`src/rtl/pixie_dma_master.sv`:
```
// pixie_dma_master: the CPU-side half of a Pixie-style display DMA.
// Machine-cycle sequencer (fetch/execute/DMA/interrupt state codes) driven by
// a bus tick, plus the R0 DMA pointer, one memory read per DMA cycle, and
// interrupt acknowledge with an interrupt-enable flag.
module pixie_dma_master #(
   parameter int          CYCLE_TICKS = 8,
   parameter logic [15:0] R0_RESET    = 16'h0000
) (
   input  logic        clk,
   input  logic        reset,
   input  logic        clk_enable,
   input  logic        DMAO,
   input  logic        INT,
   input  logic        ie_set,
   input  logic        r0_load,
   input  logic [15:0] r0_value,
   input  logic [7:0]  mem_data,
   output logic [1:0]  SC,
   output logic [15:0] mem_addr,
   output logic        mem_rd,
   output logic [7:0]  data_out,
   output logic        int_ack,
   output logic [15:0] r0
);

   localparam int            TW          = (CYCLE_TICKS > 1) ? $clog2(CYCLE_TICKS) : 1;
   localparam logic [TW-1:0] TC_LAST     = TW'(CYCLE_TICKS - 1);
   // The read strobe is launched on the tick that moves tc from 1 to 2, so it
   // is high during the first clk of tick 2.
   localparam logic [TW-1:0] TC_PRE_READ = TW'(1);

   typedef enum logic [1:0] {
      S_FETCH = 2'd0,
      S_EXEC  = 2'd1,
      S_DMA   = 2'd2,
      S_INT   = 2'd3
   } sc_e;

   logic [TW-1:0] tc_q, tc_d;
   sc_e           sc_q, sc_d;
   logic [15:0]   r0_q, r0_d;
   logic          ie_q, ie_d;
   logic          mem_rd_q, mem_rd_d;
   logic          rd_dly_q, rd_dly_d;
   logic [7:0]    data_q, data_d;
   logic          ack_q, ack_d;
   logic          wrap;

   assign wrap = (tc_q == TC_LAST);

   // Next-state logic: tick counter, state code decision at wrap, R0 pointer,
   // interrupt enable, read strobe and data capture.
   always_comb begin
      // NOTE: every signal gets a default here so no path leaves it unassigned,
      // which would otherwise infer a latch.
      tc_d     = tc_q;
      sc_d     = sc_q;
      r0_d     = r0_q;
      ie_d     = ie_q;
      mem_rd_d = 1'b0;
      ack_d    = 1'b0;
      // Memory data is valid the clk after the strobe; capture exactly once,
      // independent of clk_enable, so a slow bus tick cannot repeat it.
      rd_dly_d = mem_rd_q;
      data_d   = rd_dly_q ? mem_data : data_q;

      if (clk_enable) begin
         tc_d = wrap ? '0 : tc_q + 1'b1;

         if (ie_set) ie_d = 1'b1;

         if (sc_q == S_DMA && tc_q == TC_PRE_READ) mem_rd_d = 1'b1;

         if (sc_q == S_DMA && wrap) r0_d = r0_q + 16'd1;
         // An explicit load beats the end-of-DMA increment.
         if (r0_load) r0_d = r0_value;

         if (wrap) begin
            if (DMAO) begin
               sc_d = S_DMA;
            end else if (INT && ie_q) begin
               // Entering S3 clears IE even if ie_set arrives on the same tick.
               sc_d  = S_INT;
               ie_d  = 1'b0;
               ack_d = 1'b1;
            end else if (sc_q == S_FETCH) begin
               sc_d = S_EXEC;
            end else begin
               sc_d = S_FETCH;
            end
         end
      end
   end

   // State register with asynchronous reset; all outputs come straight from here.
   always_ff @(posedge clk or posedge reset) begin
      if (reset) begin
         tc_q     <= '0;
         sc_q     <= S_EXEC;
         r0_q     <= R0_RESET;
         ie_q     <= 1'b1;
         mem_rd_q <= 1'b0;
         rd_dly_q <= 1'b0;
         data_q   <= 8'h00;
         ack_q    <= 1'b0;
      end else begin
         // NOTE: non-blocking assignments so every flop samples the values from
         // before this edge, independent of statement order.
         tc_q     <= tc_d;
         sc_q     <= sc_d;
         r0_q     <= r0_d;
         ie_q     <= ie_d;
         mem_rd_q <= mem_rd_d;
         rd_dly_q <= rd_dly_d;
         data_q   <= data_d;
         ack_q    <= ack_d;
      end
   end

   assign SC       = sc_q;
   assign mem_addr = r0_q;
   assign r0       = r0_q;
   assign mem_rd   = mem_rd_q;
   assign data_out = data_q;
   assign int_ack  = ack_q;

endmodule
```
`config.mk`:
```
export PLATFORM = sky130hd
export DESIGN_NAME = pixie_dma_master
export DESIGN_NICKNAME = d
export VERILOG_FILES = /design/src/rtl/pixie_dma_master.sv
export SDC_FILE = /design/constraint.sdc
export NUM_CORES = 1
export LEC_CHECK = 0
export ABC_AREA = 1
export CAP_MARGIN = 0
export CORE_MARGIN = 10
export CORE_UTILIZATION = 40
export DETAILED_ROUTE_END_ITERATION = 12
export PLACE_DENSITY_LB_ADDON = 0.08
export RECOVER_POWER = 25
export SLEW_MARGIN = 20
export SYNTH_ARGS = -nofsm -noshare
export SYNTH_HDL_FRONTEND = slang
export SYNTH_SLANG_ARGS = --single-unit
export TNS_END_PERCENT = 10
```
`constraint.sdc`:
```
create_clock -name clk -period 1.54 [get_ports clk]
set_input_delay 0.154 -clock clk [delete_from_list [all_inputs] [get_ports clk]]
set_output_delay 0.154 -clock clk [all_outputs]
set_load 0.02 [all_outputs]
```
==> results of run 1 <==
==> cell usage in the layout (no fill, tap or decap), types with 7 or more instances in the layout <==
cell type                         Yosys  layout
sky130_fd_sc_hd__a21oi_1             11       9
sky130_fd_sc_hd__clkdlybuf4s50_1      0      40
sky130_fd_sc_hd__mux2_2               8       8
sky130_fd_sc_hd__nand2_1             62      62
sky130_fd_sc_hd__dfrtp_1             31      30
sky130_fd_sc_hd__nand3_1             14      14
sky130_fd_sc_hd__o21ai_1              7       7
sky130_fd_sc_hd__nor2_2               7       8
sky130_fd_sc_hd__inv_1               23      23
sky130_fd_sc_hd__nor2_1              24      23
sky130_fd_sc_hd__dlygate4sd2_1        0      18
sky130_fd_sc_hd__buf_4               17       7
sky130_fd_sc_hd__dlymetal6s2s_1       0      15
sky130_fd_sc_hd__o21ai_0              9       9
==> timing repair <==
| item | CTS | global route |
|---|---|---|
| gates resized for setup | 19 | 25 |
| hold buffers | 0 | 0 |
| setup buffers | 0 | 0 |
| endpoints found under the setup margin | 20 | 26 |
==> flip-flops by register name, indices dropped and copies added, names as in the netlist <==
name,count
ie_q,1
SC,2
int_ack,1
rd_dly_q,1
tc_q,3
mem_rd,1
data_out,8
mem_addr,16
==> worst reg2reg max path: stages (launching register included) <==
cell and delay, ns:
sky130_fd_sc_hd__dfrtp_1 0.40, sky130_fd_sc_hd__ha_2 0.19, sky130_fd_sc_hd__ha_4 0.16, sky130_fd_sc_hd__nand2_4 0.06, sky130_fd_sc_hd__inv_2 0.05, sky130_fd_sc_hd__nand2_4 0.08
sky130_fd_sc_hd__nand2_8 0.08, sky130_fd_sc_hd__buf_8 0.15, sky130_fd_sc_hd__a21oi_2 0.11, sky130_fd_sc_hd__a21oi_1 0.05
==> path summary, 6_finish.rpt <==
kind	to	slack, ns	cells past startpoint
worst max-delay path	SC[1]	0.10	1
worst min-delay path	data_out[5]$_DFFE_PP0P_	0.28	2
worst max register to register	mem_addr[4]$_DFFE_PP0P_	0.10	9
worst min register to register	rd_dly_q$_DFF_PP0_	0.38	0
max in group asynchronous	mem_addr[5]$_DFFE_PP0P_	0.28	3
min in group clk	rd_dly_q$_DFF_PP0_	0.38	0
==> layout make-up <==
class / count / area, µm² / area share (%)
multi-input cells: 170 / 946 / 32.1
repair buffers: 85 / 851 / 28.9
flip-flops and latches: 33 / 830 / 28.2
inverters: 28 / 113 / 3.83
well taps: 67 / 83.8 / 2.85
clock buffers: 6 / 82.6 / 2.81
clock inverters: 2 / 37.5 / 1.28
==> metrics by stage <==
| stage | setup slack [ns] | hold WS [ns] | total power, mW |
|---|---|---|---|
| 4_1_cts | 0.000422 | 0.157 | 4.97 |
| 2_1_floorplan | 0.0534 | 0.281 | 3.14 |
| 3_3_place_gp | -0.0450 | 0.358 | 4.16 |
| 6_report | 0.103 | 0.282 | 4.92 |
| 3_5_place_dp | -0.0527 | 0.370 | 4.20 |
| 5_1_grt | -0.00905 | 0.309 | 5.28 |
==> metal layers <==
layer | wire [µm] | part of all wire, %
met4 | 63 | 1.2
met5 | 0 | 0
met3 | 349 | 6.4
met2 | 2620 | 48
met1 | 2400 | 44
==> kinds of logic (layout without fill, tap and decap cells) <==
logic type / after synthesis / after routing / share of synthesized area [%]
AOI/OAI and AO/OA: 34 / 34 / 9.68
muxes: 8 / 8 / 4.44
and+or+nand+nor: 122 / 122 / 27.9
DFF: 33 / 33 / 40.8
adders and majority gates: 4 / 4 / 2.47
xor gates and xnor gates: 2 / 2 / 0.863
buffers and inverters: 51 / 121 / 13.8
==> report_power, final <==
part / total, mW / internal, mW / switching (mW) / leakage [nW]
registers: 1.57 / 1.21 / 0.358 / 0.392
clock network: 0.875 / 0.526 / 0.349 / 0.0574
logic: 2.47 / 1.13 / 1.34 / 1.07
==> synthesized netlist by cell type (all sizes together) <==
cell type	count	area share (%)
nand2	69	15
dfrtp	31	38
nand3	16	4.4
nand4	2	0.62
a31oi	1	0.31
a21oi	11	2.7
clkbuf	1	0.37
inv	28	5.3
ha	4	2.5
buf	22	8.1
o21bai	1	0.55
dfstp	2	2.6
a22oi	1	0.62
xor2	2	0.86
nor2	32	7.2
nor4	1	0.31
or2	2	0.62
o22ai	1	0.31
o21ai	18	4.8
mux2	8	4.4
o31ai	1	0.37
==> key figures, run 1 <==
Routing
  • Residual DRC count: 0
  • DR iter-0 viols: 135
  • Post-DR wirelength/cell: 13.9 µm
  • WL final: 5430 µm
  • Detail Route Antenna Nets: 0
  • TritonRoute pass-1 iters: 4
  • Vias per Instance: 4.74
  • Via count: 1852

Clocking
  • Number of H-tree branching levels: 2
  • Clock input transition at the sequential cells of the worst setup and hold paths: 0.07 ns
  • Clk_lat worst skew: between 0.2 and 0.3 ns
  • TritonCTS Buffers: 5
  • Maximum clock path buffer count: 2
  • Clk Tree Root Cell: sky130_fd_sc_hd__clkbuf_8
  • CTS tree: done
  • Clock sink count: 33

Place
  • Final Wtd Congestion: 0.792
  • IO buf count: 74
  • Total cell area at the placement stage: 2780 µm²
  • Placed insts: ~380
  • DPL Wire Length: around 4200 µm

Layout
  • Filler cells: between 400 and 500
  • Final standard cell utilization of the core: 61.1%
  • Signed area change from the synthesized netlist to the final layout: 45.0%
  • Non-Filler Instances: ~390
  • Count of antenna diodes in the layout: 0
  • NumNets Final: 358
  • Final design instance area without fill: 2940 µm²
  • Fraction of final layout cells with drive strength greater than 1: 18.8%

Global routing
  • Vias in the first global route: 1896
  • Fraction of met2 tracks used by global routing: about 22%
  • Maximum number of pins on one net before global-route repair: 24
  • Global-route met1 utilization: 15.1%
  • Antenna violations before repair: 0
  • Total congestion overflow: 0
  • Gr busiest metal: met2
  • Met3 capacity usage during global routing: 5.10%
  • Wire length of the first global-routing pass: 9050 µm
  • Total global-route track usage: 13.1%

Worst hold path
  • Worst hold path class: in2async

Floorplan
  • Std-Cell Rows: 25
  • Top-level port count: 75
  • Core footprint: 4820 µm²
  • Chip Height: approximately 91 µm
  • Die footprint: 8320 µm²
  • Overall die width: just over 90 µm
  • Effective utilization at floorplan: 42.1%

Timing
  • Max-slew headroom at the worst pin: approximately 54%
  • Total count of max-transition violations in the final report: 0
  • Clock Skews: 0.00454 ns
  • Final-layout setup total negative slack: 0 ns
  • Transition time at the pin with the least slew margin: around 0.68 ns
  • Post-route clock period utilization: 93.3%
  • Endpoints failing setup: 0
  • Final period demand of the worst path: about 1.4 ns
  • RSZ-0062 raised after global routing: true
  • Final Hold Vio Count: 0
  • Fmax: slightly below 0.7 GHz

Worst setup path
  • Beginning of the critical path: SC[1]$_DFFE_PP0P_
  • Critical Path End Type: output port
  • Largest delay share family, worst path: buffers and inverters
  • Bufs and invs on worst path: 1
  • Worst Path Class, Setup: reg2out
  • Beginning of the worst register-to-register path: tc_q[1]$_DFFE_PP0P_
  • Highest net fanout along the worst path: 3
  • Worst Path Required: 1.39 ns
  • Cells along the critical path: clkdlybuf4s50_1
  • Worst Path Arrival: 1.28 ns
  • Worst path slowest cell: sky130_fd_sc_hd__clkdlybuf4s50_1
  • Largest stage delay on the critical path: 0.62 ns
  • Critical path startpoint category: flop

Logic synthesis
  • Cells after synthesis: 254
  • Post-synthesis sequential area ratio: about 40%
  • Total number of yosys warnings: 0
  • Distinct cell type count of the synthesized netlist: 33
  • Flip-flop and latch count after synthesis: 33
  • Mapped cell area: 2030 µm²
  • Post-Syn Nets: 289
  • Mapped Avg Cell Area: 7.99 µm²

Flow run
  • Max_cap viols: 0

Outcome
  • Result of the run: finished, final reports clean

Power
  • Leakage power of the design: ~1.5 nW
  • Power density normalized to cell area: 1670 nW/µm²
  • Worst voltage drop across the vdd grid: 0.000785 V
Power figures use the tool's default switching activity.
==> inputs of run 2 (changes only) <==
--- a/config.mk
+++ b/config.mk
@@ -9,6 +9,7 @@
 export CAP_MARGIN = 0
 export CORE_MARGIN = 10
 export CORE_UTILIZATION = 40
+export CTS_CLUSTER_DIAMETER = 60
 export DETAILED_ROUTE_END_ITERATION = 12
 export PLACE_DENSITY_LB_ADDON = 0.08
 export RECOVER_POWER = 25
@@ -16,4 +17,4 @@
 export SYNTH_ARGS = -nofsm -noshare
 export SYNTH_HDL_FRONTEND = slang
 export SYNTH_SLANG_ARGS = --single-unit
-export TNS_END_PERCENT = 10
+export TNS_END_PERCENT = 5
==> results of run 2 <==
The final DEF is identical to that of run 1; final timing and power are the same.
